$ cat config.mk
export PLATFORM = sky130hd
export DESIGN_NAME = depthwise_mac_pipe
export DESIGN_NICKNAME = d
export VERILOG_FILES = /design/src/rtl/depthwise_mac_pkg.sv /design/src/rtl/depthwise_mul_pipe.sv /design/src/rtl/depthwise_mac_pipe.sv
export SDC_FILE = /design/constraint.sdc
export NUM_CORES = 1
export LEC_CHECK = 0
export CAP_MARGIN = 40
export CORE_AREA = 2 2 159 161
export CTS_CLUSTER_SIZE = 40
export DETAILED_ROUTE_END_ITERATION = 10
export DIE_AREA = 0 0 161 163
export PLACE_DENSITY = 0.67
export REMOVE_ABC_BUFFERS = 1
export SLEW_MARGIN = 20
export SYNTH_ARGS = -nofsm -noshare
export SYNTH_HDL_FRONTEND = slang
export SYNTH_SLANG_ARGS = --single-unit
$ cat constraint.sdc
create_clock -name clk -period 11.8 [get_ports clk]
set_clock_uncertainty 0.1 [all_clocks]
set_input_delay 1.18 -clock clk [delete_from_list [all_inputs] [get_ports clk]]
set_output_delay 1.18 -clock clk [all_outputs]
set_load 0.005 [all_outputs]
$ cat src/rtl/depthwise_mac_pkg.sv
// rtl/depthwise_mac_pkg.sv - shared defaults and output scaling helper for depthwise_mac_pipe
package depthwise_mac_pkg;

  localparam int DEF_A_W        = 18;
  localparam int DEF_B_W        = 6;
  localparam int DEF_ACC_W      = 32;
  localparam int DEF_OUT_W      = 18;
  localparam int DEF_NUM_TAPS   = 9;
  localparam int DEF_MUL_STAGES = 3;
  localparam int DEF_SHIFT      = 0;

  // Working width for scaling; wide enough that acc + half-LSB never overflows.
  localparam int RSS_W = 64;

  typedef struct packed {
    logic                    sat;
    logic signed [RSS_W-1:0] data;
  } rss_t;

  function automatic rss_t round_shift_sat(input logic [RSS_W-1:0] acc_bits,
                                           input int acc_w,
                                           input int out_w,
                                           input int shift);
    logic signed [RSS_W-1:0] one;
    logic signed [RSS_W-1:0] v;
    logic signed [RSS_W-1:0] r;
    logic signed [RSS_W-1:0] hi;
    logic signed [RSS_W-1:0] lo;
    rss_t res;
    one = 1;
    v   = $signed(acc_bits << (RSS_W - acc_w)) >>> (RSS_W - acc_w);
    r   = v;
    if (shift > 0) begin
      r = (v + (one <<< (shift - 1))) >>> shift;
    end
    hi       = (one <<< (out_w - 1)) - one;
    lo       = -(one <<< (out_w - 1));
    res.sat  = 1'b0;
    res.data = r;
    if (r > hi) begin
      res.sat  = 1'b1;
      res.data = hi;
    end else if (r < lo) begin
      res.sat  = 1'b1;
      res.data = lo;
    end
    return res;
  endfunction

endpackage

$ cat src/rtl/depthwise_mul_pipe.sv
// rtl/depthwise_mul_pipe.sv - staged signed activation x unsigned weight multiplier with valid chain
module depthwise_mul_pipe
  import depthwise_mac_pkg::*;
#(
  parameter int A_W        = DEF_A_W,
  parameter int B_W        = DEF_B_W,
  parameter int MUL_STAGES = DEF_MUL_STAGES
) (
  input  logic                    clk,
  input  logic                    reset_n,
  input  logic                    ce,
  input  logic                    clr,
  input  logic                    in_valid,
  input  logic signed [A_W-1:0]   in_a,
  input  logic [B_W-1:0]          in_b,
  output logic                    out_valid,
  output logic signed [A_W+B_W-1:0] out_p
);

  localparam int P_W = A_W + B_W;

  logic signed [A_W-1:0]  a_q;
  logic [B_W-1:0]         b_q;
  logic signed [P_W-1:0]  a_ext;
  logic signed [P_W-1:0]  b_ext;
  logic [MUL_STAGES-1:0]  v_q;
  logic signed [P_W-1:0]  p_q [MUL_STAGES-1];

  // The weight gets a zero sign bit so 63 stays +63; the true product fits P_W bits.
  assign a_ext = P_W'(a_q);
  assign b_ext = $signed(P_W'({1'b0, b_q}));

  always_ff @(posedge clk or negedge reset_n) begin
    if (!reset_n) begin
      v_q <= '0;
    end else if (clr) begin
      v_q <= '0;
    end else if (ce) begin
      v_q <= {v_q[MUL_STAGES-2:0], in_valid};
    end
  end

  always_ff @(posedge clk or negedge reset_n) begin
    if (!reset_n) begin
      a_q <= '0;
      b_q <= '0;
      for (int i = 0; i < MUL_STAGES - 1; i++) begin
        p_q[i] <= '0;
      end
    end else if (ce) begin
      a_q    <= in_a;
      b_q    <= in_b;
      p_q[0] <= a_ext * b_ext;
      for (int i = 1; i < MUL_STAGES - 1; i++) begin
        p_q[i] <= p_q[i-1];
      end
    end
  end

  assign out_valid = v_q[MUL_STAGES-1];
  assign out_p     = p_q[MUL_STAGES-2];

endmodule

$ cat src/rtl/depthwise_mac_pipe.sv
// rtl/depthwise_mac_pipe.sv - tap-accumulating MAC with round/shift/saturate and valid/ready backpressure
module depthwise_mac_pipe
  import depthwise_mac_pkg::*;
#(
  parameter int A_W        = DEF_A_W,
  parameter int B_W        = DEF_B_W,
  parameter int ACC_W      = DEF_ACC_W,
  parameter int OUT_W      = DEF_OUT_W,
  parameter int NUM_TAPS   = DEF_NUM_TAPS,
  parameter int MUL_STAGES = DEF_MUL_STAGES,
  parameter int SHIFT      = DEF_SHIFT
) (
  input  logic             clk,
  input  logic             reset_n,
  input  logic             soft_clr,
  input  logic             in_valid,
  output logic             in_ready,
  input  logic [A_W-1:0]   in_a,
  input  logic [B_W-1:0]   in_b,
  output logic             out_valid,
  input  logic             out_ready,
  output logic [OUT_W-1:0] out_data,
  output logic             out_sat
);

  localparam int P_W   = A_W + B_W;
  localparam int TAP_W = (NUM_TAPS > 1) ? $clog2(NUM_TAPS) : 1;
  localparam logic [TAP_W-1:0] LAST_TAP = TAP_W'(NUM_TAPS - 1);

  logic                    ce;
  logic                    mul_v;
  logic signed [P_W-1:0]   mul_p;
  logic signed [ACC_W-1:0] prod_ext;
  logic signed [ACC_W-1:0] acc;
  logic [TAP_W-1:0]        tap_cnt;
  logic                    done_v;
  logic signed [ACC_W-1:0] sum_q;
  logic                    sum_v;
  rss_t                    rss;
  logic                    rss_unused;

  // A held result stalls every stage, bubbles included, so nothing is dropped or duplicated.
  assign ce       = ~out_valid | out_ready;
  assign in_ready = ce & ~soft_clr;

  depthwise_mul_pipe #(
    .A_W        (A_W),
    .B_W        (B_W),
    .MUL_STAGES (MUL_STAGES)
  ) u_mul (
    .clk       (clk),
    .reset_n   (reset_n),
    .ce        (ce),
    .clr       (soft_clr),
    .in_valid  (in_valid & in_ready),
    .in_a      (in_a),
    .in_b      (in_b),
    .out_valid (mul_v),
    .out_p     (mul_p)
  );

  assign prod_ext = ACC_W'(mul_p);

  always_ff @(posedge clk or negedge reset_n) begin
    if (!reset_n) begin
      tap_cnt <= '0;
      acc     <= '0;
      done_v  <= 1'b0;
    end else if (soft_clr) begin
      tap_cnt <= '0;
      done_v  <= 1'b0;
    end else if (ce) begin
      done_v <= mul_v && (tap_cnt == LAST_TAP);
      if (mul_v) begin
        acc     <= (tap_cnt == '0) ? prod_ext : acc + prod_ext;
        tap_cnt <= (tap_cnt == LAST_TAP) ? '0 : tap_cnt + TAP_W'(1);
      end
    end
  end

  // Completed sum is latched so the accumulator can start the next group on the same edge.
  always_ff @(posedge clk or negedge reset_n) begin
    if (!reset_n) begin
      sum_q <= '0;
      sum_v <= 1'b0;
    end else if (soft_clr) begin
      sum_v <= 1'b0;
    end else if (ce) begin
      sum_v <= done_v;
      if (done_v) begin
        sum_q <= acc;
      end
    end
  end

  always_comb begin
    rss = round_shift_sat(RSS_W'(sum_q), ACC_W, OUT_W, SHIFT);
  end

  assign rss_unused = ^rss.data[RSS_W-1:OUT_W];

  always_ff @(posedge clk or negedge reset_n) begin
    if (!reset_n) begin
      out_valid <= 1'b0;
      out_data  <= '0;
      out_sat   <= 1'b0;
    end else if (soft_clr) begin
      out_valid <= 1'b0;
    end else if (ce) begin
      out_valid <= sum_v;
      if (sum_v) begin
        out_data <= rss.data[OUT_W-1:0];
        out_sat  <= rss.sat;
      end
    end
  end

endmodule

Word level (Yosys, flattened, before mapping)
Cells that the tools add are included.
- bits in registers: 165
- input port bits: 29
- output and inout port bits: 21
- word-level logic and storage cells: 47
- add/subtract/negate cells: 2
- multipliers: 1
- magnitude comparators: 2
- equal/unequal tests: 1
- multiplexer cells: 15
- bitwise operators: 5
- reduce and logical (&&, ||, !) cells: 8
- operator list (kind ; number):
    65-bit 2-to-1 mux ; 2
    32-bit by 24-bit adder with 32-bit output ; 1
    32-bit by 18-bit greater-than comparator with 1-bit output, second input constant ; 1
    32-bit by 18-bit < comparator with 1-bit output, second input constant ; 1
    32-bit 2-to-1 mux ; 1
    18-bit by 7-bit multiplier with 24-bit output ; 1
    4-bit 2-to-1 mux ; 4
    3-bit AND reduction ; 3
    1-bit 2-to-1 mux ; 6
    3-bit 2-to-1 mux ; 2
    4-bit by 1-bit adder with 4-bit output, second input constant ; 1
    4-bit == test, second input constant ; 1
    4-bit logical NOT ; 1
    2-bit nonzero test ; 2
    1-bit bitwise AND ; 2
    1-bit inverter ; 2
    2-bit AND reduction ; 1
    1-bit logical AND ; 1
    1-bit OR ; 1

Depth between registers and ports, before layout
- word-level depth: 6
- depth in mapped cells: 19
- mapped depth without buffers: 18

Modules after synthesis
From an unflattened synthesis, not the netlist that was laid out.
- cell total of the unflattened synthesis: 1238
- area total of the unflattened synthesis: 12298.0 um^2
- modules (own cells, without submodules) (module ; times used ; cells each ; area an instance (um^2) ; sequential area each (um^2)):
    depthwise_mul_pipe ; 1 ; 653 ; 6834.1 ; 1876.8
    depthwise_mac_pipe ; 1 ; 585 ; 5464.0 ; 2252.2

Worst setup path before layout
No wires, ideal clock.
- kind: flip-flop to flip-flop
- start point: register u_mul.b_q[3]
- end point: register u_mul.p_q[47] in the netlist's numbering
- setup time: 0.137 ns
- arrival: 4.550 ns
- required time: 11.563 ns
- setup slack: 7.013 ns
- stages on the path, launching flop included: 19
- path buffers: 2
- period minus slack after synthesis: 4.787 ns
- path through: dfrtp_1 clkbuf_1 and2_1 fa_1 fa_1 fa_1 inv_1 fa_1 inv_1 ha_1 clkbuf_1 a21o_1 a21o_1 a2111oi_0 o31ai_1 nor3_1 a21oi_1 xnor2_1 a21oi_1
- cells in the longest elaborated chain, start to end: 1
- ends and longest elaborated chain (what ; RTL line ; text):
    start, declared ; depthwise_mul_pipe.sv:23 ; logic [B_W-1:0] b_q;
    start signal, assigned ; depthwise_mul_pipe.sv:52 ; b_q <= in_b;
    18-bit by 7-bit multiplier with 24-bit output ; depthwise_mul_pipe.sv:53 ; p_q[0] <= a_ext * b_ext;
    end signal, assigned by index ; depthwise_mul_pipe.sv:55 ; p_q[i] <= p_q[i-1];
    end, declared ; depthwise_mul_pipe.sv:27 ; logic signed [P_W-1:0] p_q [MUL_STAGES-1];
No other way between the ends.
A chain may end at the register's enable or synchronous reset.

Worst setup path after layout
- start point: register u_mul.b_q[3]
- end point: register u_mul.p_q[46] in the netlist's numbering
The elaborated chain is that of the path after synthesis.

==> metrics.md <==
| Metric | Value |
|---|---|
| Critical Path Sink Type | register |
| Register area share after synthesis | 33.93% |
| Post-layout nets | 1507 |
| Commonest non-fill, non-tap cell in the layout | nand2_1 |
| TritonCTS Buffers | 17 |
| Largest net degree at the start of global routing | 81 |
| Worst min-delay path class | reg2reg |
| WL per Instance | 15.33 um |
| CP cell instances | and2_1, fa_1, inv_1, fa_1, inv_1, fa_1, inv_1, fa_1, inv_1, ha_1, nand2_1, nor3b_2, o21ai_1, a2111oi_2, o21ai_1, a211oi_2, o21a_1, o31ai_2 |
| Psw | 1233 uW |
| Tot GR Track Use | 20.84% |
| Root Buffer | clkbuf_16 |
| Commonest non-fill, non-tap cells in the layout | nand2_1 (254), dfrtp_1 (165), inv_1 (99) |
| Via-per-instance ratio | 5.329 |
| PwrDens | 215.6 nW/um^2 |
| CP Data Arrival Time | 5400 ps |
| Number of synthesized flops with an enable pin | 0 |
| Tmin final | 5211 ps |
| Seq pwr share | 28.0% |
| P_int | 1673 uW |
| Sw Ratio | 42.43% |
| Via total after detailed routing | 8878 |
| Max-slew violations | 0 |
| Main synth FF type | dfrtp_1 |
| Die Ht | 163 um |
| Total gr overflow | 0 |
| Synth Register Bits | 165 |
| Ys Warns | 0 |
| Share of post-route cells with drive strength above 1 | 8.084% |
| Worst slew margin | 46.01% |
| Mapped Avg Cell Area | 9.346 sq um |
| P_leak | 0.006571 uW |
| Final WL | 25.54 mm |
| Post-synth cell types | 76 |
| RSZ-0062 raised after global routing | no |
| IR drop worst, VDD | 103.7 uV |
| Actual slew at the worst max-slew pin | 809.8 ps |
| Max Fclk | 191.9 MHz |
| Status | completed |
| Die Wd | 161 um |
| Core area | 24670 sq um |
| Global-route wire length before repair | 44.30 mm |
| I/O Buffers | 49 |
| CTS HTree Levels | 4 |
| I/O pin count | 50 |
| Final non-filler cell total | 1666 |
| DRC violation total after the first TritonRoute iteration | 361 |
| Iteration count of the initial detailed-routing pass | 7 |
| Final Cycle Share | 44.16% |
| Antenna cell count | 0 |
| Critical Setup Path Class | reg2reg |
| CTS tree | built |
| Crit-path slowest cell | dfrtp_1 |
| Hold Buf Count CTS | 0 |
| Die area | 26240 sq um |
| FFs w/ async S/R, synth | 100.0% |
| Startpoint types | register |
| WP data required | 11980 ps |
| Synth Instances | 1302 |
| DPL Wire Length | 18.52 mm |
| Final Wtd Congestion | 0.8703 |
| Max incr delay on CP | 570 ps |
| Post-Syn Area | 12170 sq um |
| Vias in the first global route | 8871 |
| Placed instance count | 1634 |
| MaxCap Viol Count | 0 |
| Clk_lat worst skew | 430 ps |
| Setup_tns | 0 ps |
| Worst Path Max Fanout | 19 |
| Post-CTS Resized | 0 |
| Initial antenna violation count | 0 |
| Combinational fraction of design power | 53.1% |
| Starting Density | 49.32% |
| Remaining DRCs | 0 |
| Clock power frac | 18.9% |
| Total setup buffers inserted after CTS | 0 |
| Clk slew on worst S/H paths | 70 ps |
| Clock Sinks | 165 |
| Clock buffer depth | 2 |
| Num rows | 58 |
| Final Hold Viols | 0 |
| Setup violations, final | 0 |
| Final Util | 54.62% |
| Post-route ant nets | 0 |
| P&R area growth vs syn | 10.77% |
## kinds of logic (layout without fill, tap and decap cells)
kind of cell / Yosys count / count (layout) / synth area share, %
AOI/OAI and AO/OA: 254 / 254 / 14.54
xor gates and xnor gates: 48 / 48 / 3.455
adders and majority gates: 154 / 154 / 20.40
buffers and inverters: 155 / 189 / 5.419
DFF: 165 / 165 / 33.93
muxes: 38 / 38 / 3.476
and+or+nand+nor: 488 / 488 / 18.78
## routing by layer
| layer | routed length (um) | vias up | track usage (%) |
|---|---|---|---|
| met4 | 378 | 0 | 5.154 |
| met1 | 12060 | 4303 | 27.96 |
| met2 | 12510 | 128 | 35.78 |
| met5 | 0 | - | 0 |
| li1 | - | 4428 | - |
| met3 | 593 | 19 | 3.056 |
## critical path: cells and delay by family, from the launching register on
| family | cells | cell delay [ps] |
|---|---|---|
| adders and majority gates | 5 | 2400 |
| AOI/OAI and AO/OA | 6 | 1240 |
| DFF | 1 | 570 |
| and+or+nand+nor | 3 | 550 |
| buffers and inverters | 4 | 190 |
## Yosys cell counts, drive strengths merged (5+ instances only)
cell type,count,area (sq um)
nand2,254,953.4
a21o,36,274.0
o211ai,5,42.54
nand3,20,100.1
a221o,18,181.4
clkbuf,41,205.2
nor3,7,35.03
and3,12,81.33
a221oi,6,71.32
dfrtp,165,4129
o21a,7,52.55
nand2b,8,50.05
o21bai,7,52.55
ha,80,1001
o21ai,47,239.0
xnor2,25,219.0
xor2,23,201.4
mux2,34,382.9
nor2,54,202.7
inv,99,371.6
a21oi,84,439.2
fa,74,1481
buf,14,72.57
nand4,11,68.82
and2,96,600.6
a31oi,18,155.1
## per-stage QoR
| stage | area, sq um | setup slack (ps) | hold slack, ps | total power [uW] |
|---|---|---|---|---|
| after floorplan | 11880 | 6163 | 338.6 | 2048 |
| after global placement | 12850 | 6658 | 349.8 | 2326 |
| after detailed placement | 12890 | 6582 | 353.4 | 2356 |
| after CTS | 13450 | 6575 | 369.5 | 2919 |
| after global routing | 13480 | 6224 | 387.5 | 3165 |
| final | 13480 | 6589 | 364.6 | 2905 |
## path summary, 6_finish.rpt
check	startpoint	to	slack (ps)	cells after the start
worst max-delay path	u_mul.b_q[3]	u_mul.p_q[46]	6590	18
worst min-delay path	u_mul.p_q[33]	u_mul.out_p[9]	360	2
worst max register to register	u_mul.b_q[3]	u_mul.p_q[46]	6590	18
worst min register to register	u_mul.p_q[33]	u_mul.out_p[9]	360	2
max in group asynchronous	reset_n	sum_q[30]	10220	3
min in group asynchronous	reset_n	acc[2]	540	1
## state kept, by name, indices dropped and copies added, names as in the netlist
signal	flops
acc	32
sum_q	32
u_mul.out_p	24
u_mul.p_q	24
out_data	18
u_mul.a_q	18
u_mul.b_q	6
tap_cnt	4
u_mul.v_q	3
done_v	1
out_sat	1
out_valid	1
sum_v	1
## power groups by stage
stage / Sequential (uW) / Combinational, uW / Clock [uW]
global route: 832 / 1750 / 584
global placement: 820 / 1510 / 0
detailed placement: 824 / 1530 / 0
floorplan: 776 / 1270 / 0
CTS: 814 / 1540 / 561
finish: 813 / 1540 / 548
## final cells by class
type                    count  area [sq um]
fillers                  2303         11200
multi-input cells         982          7395
flip-flops and latches    165          4129
repair buffers             59         606.8
clock buffers              18         429.2
well taps                 330         412.9
inverters                  99         371.6
clock inverters            13         133.9
Power figures use the tool's default switching activity.
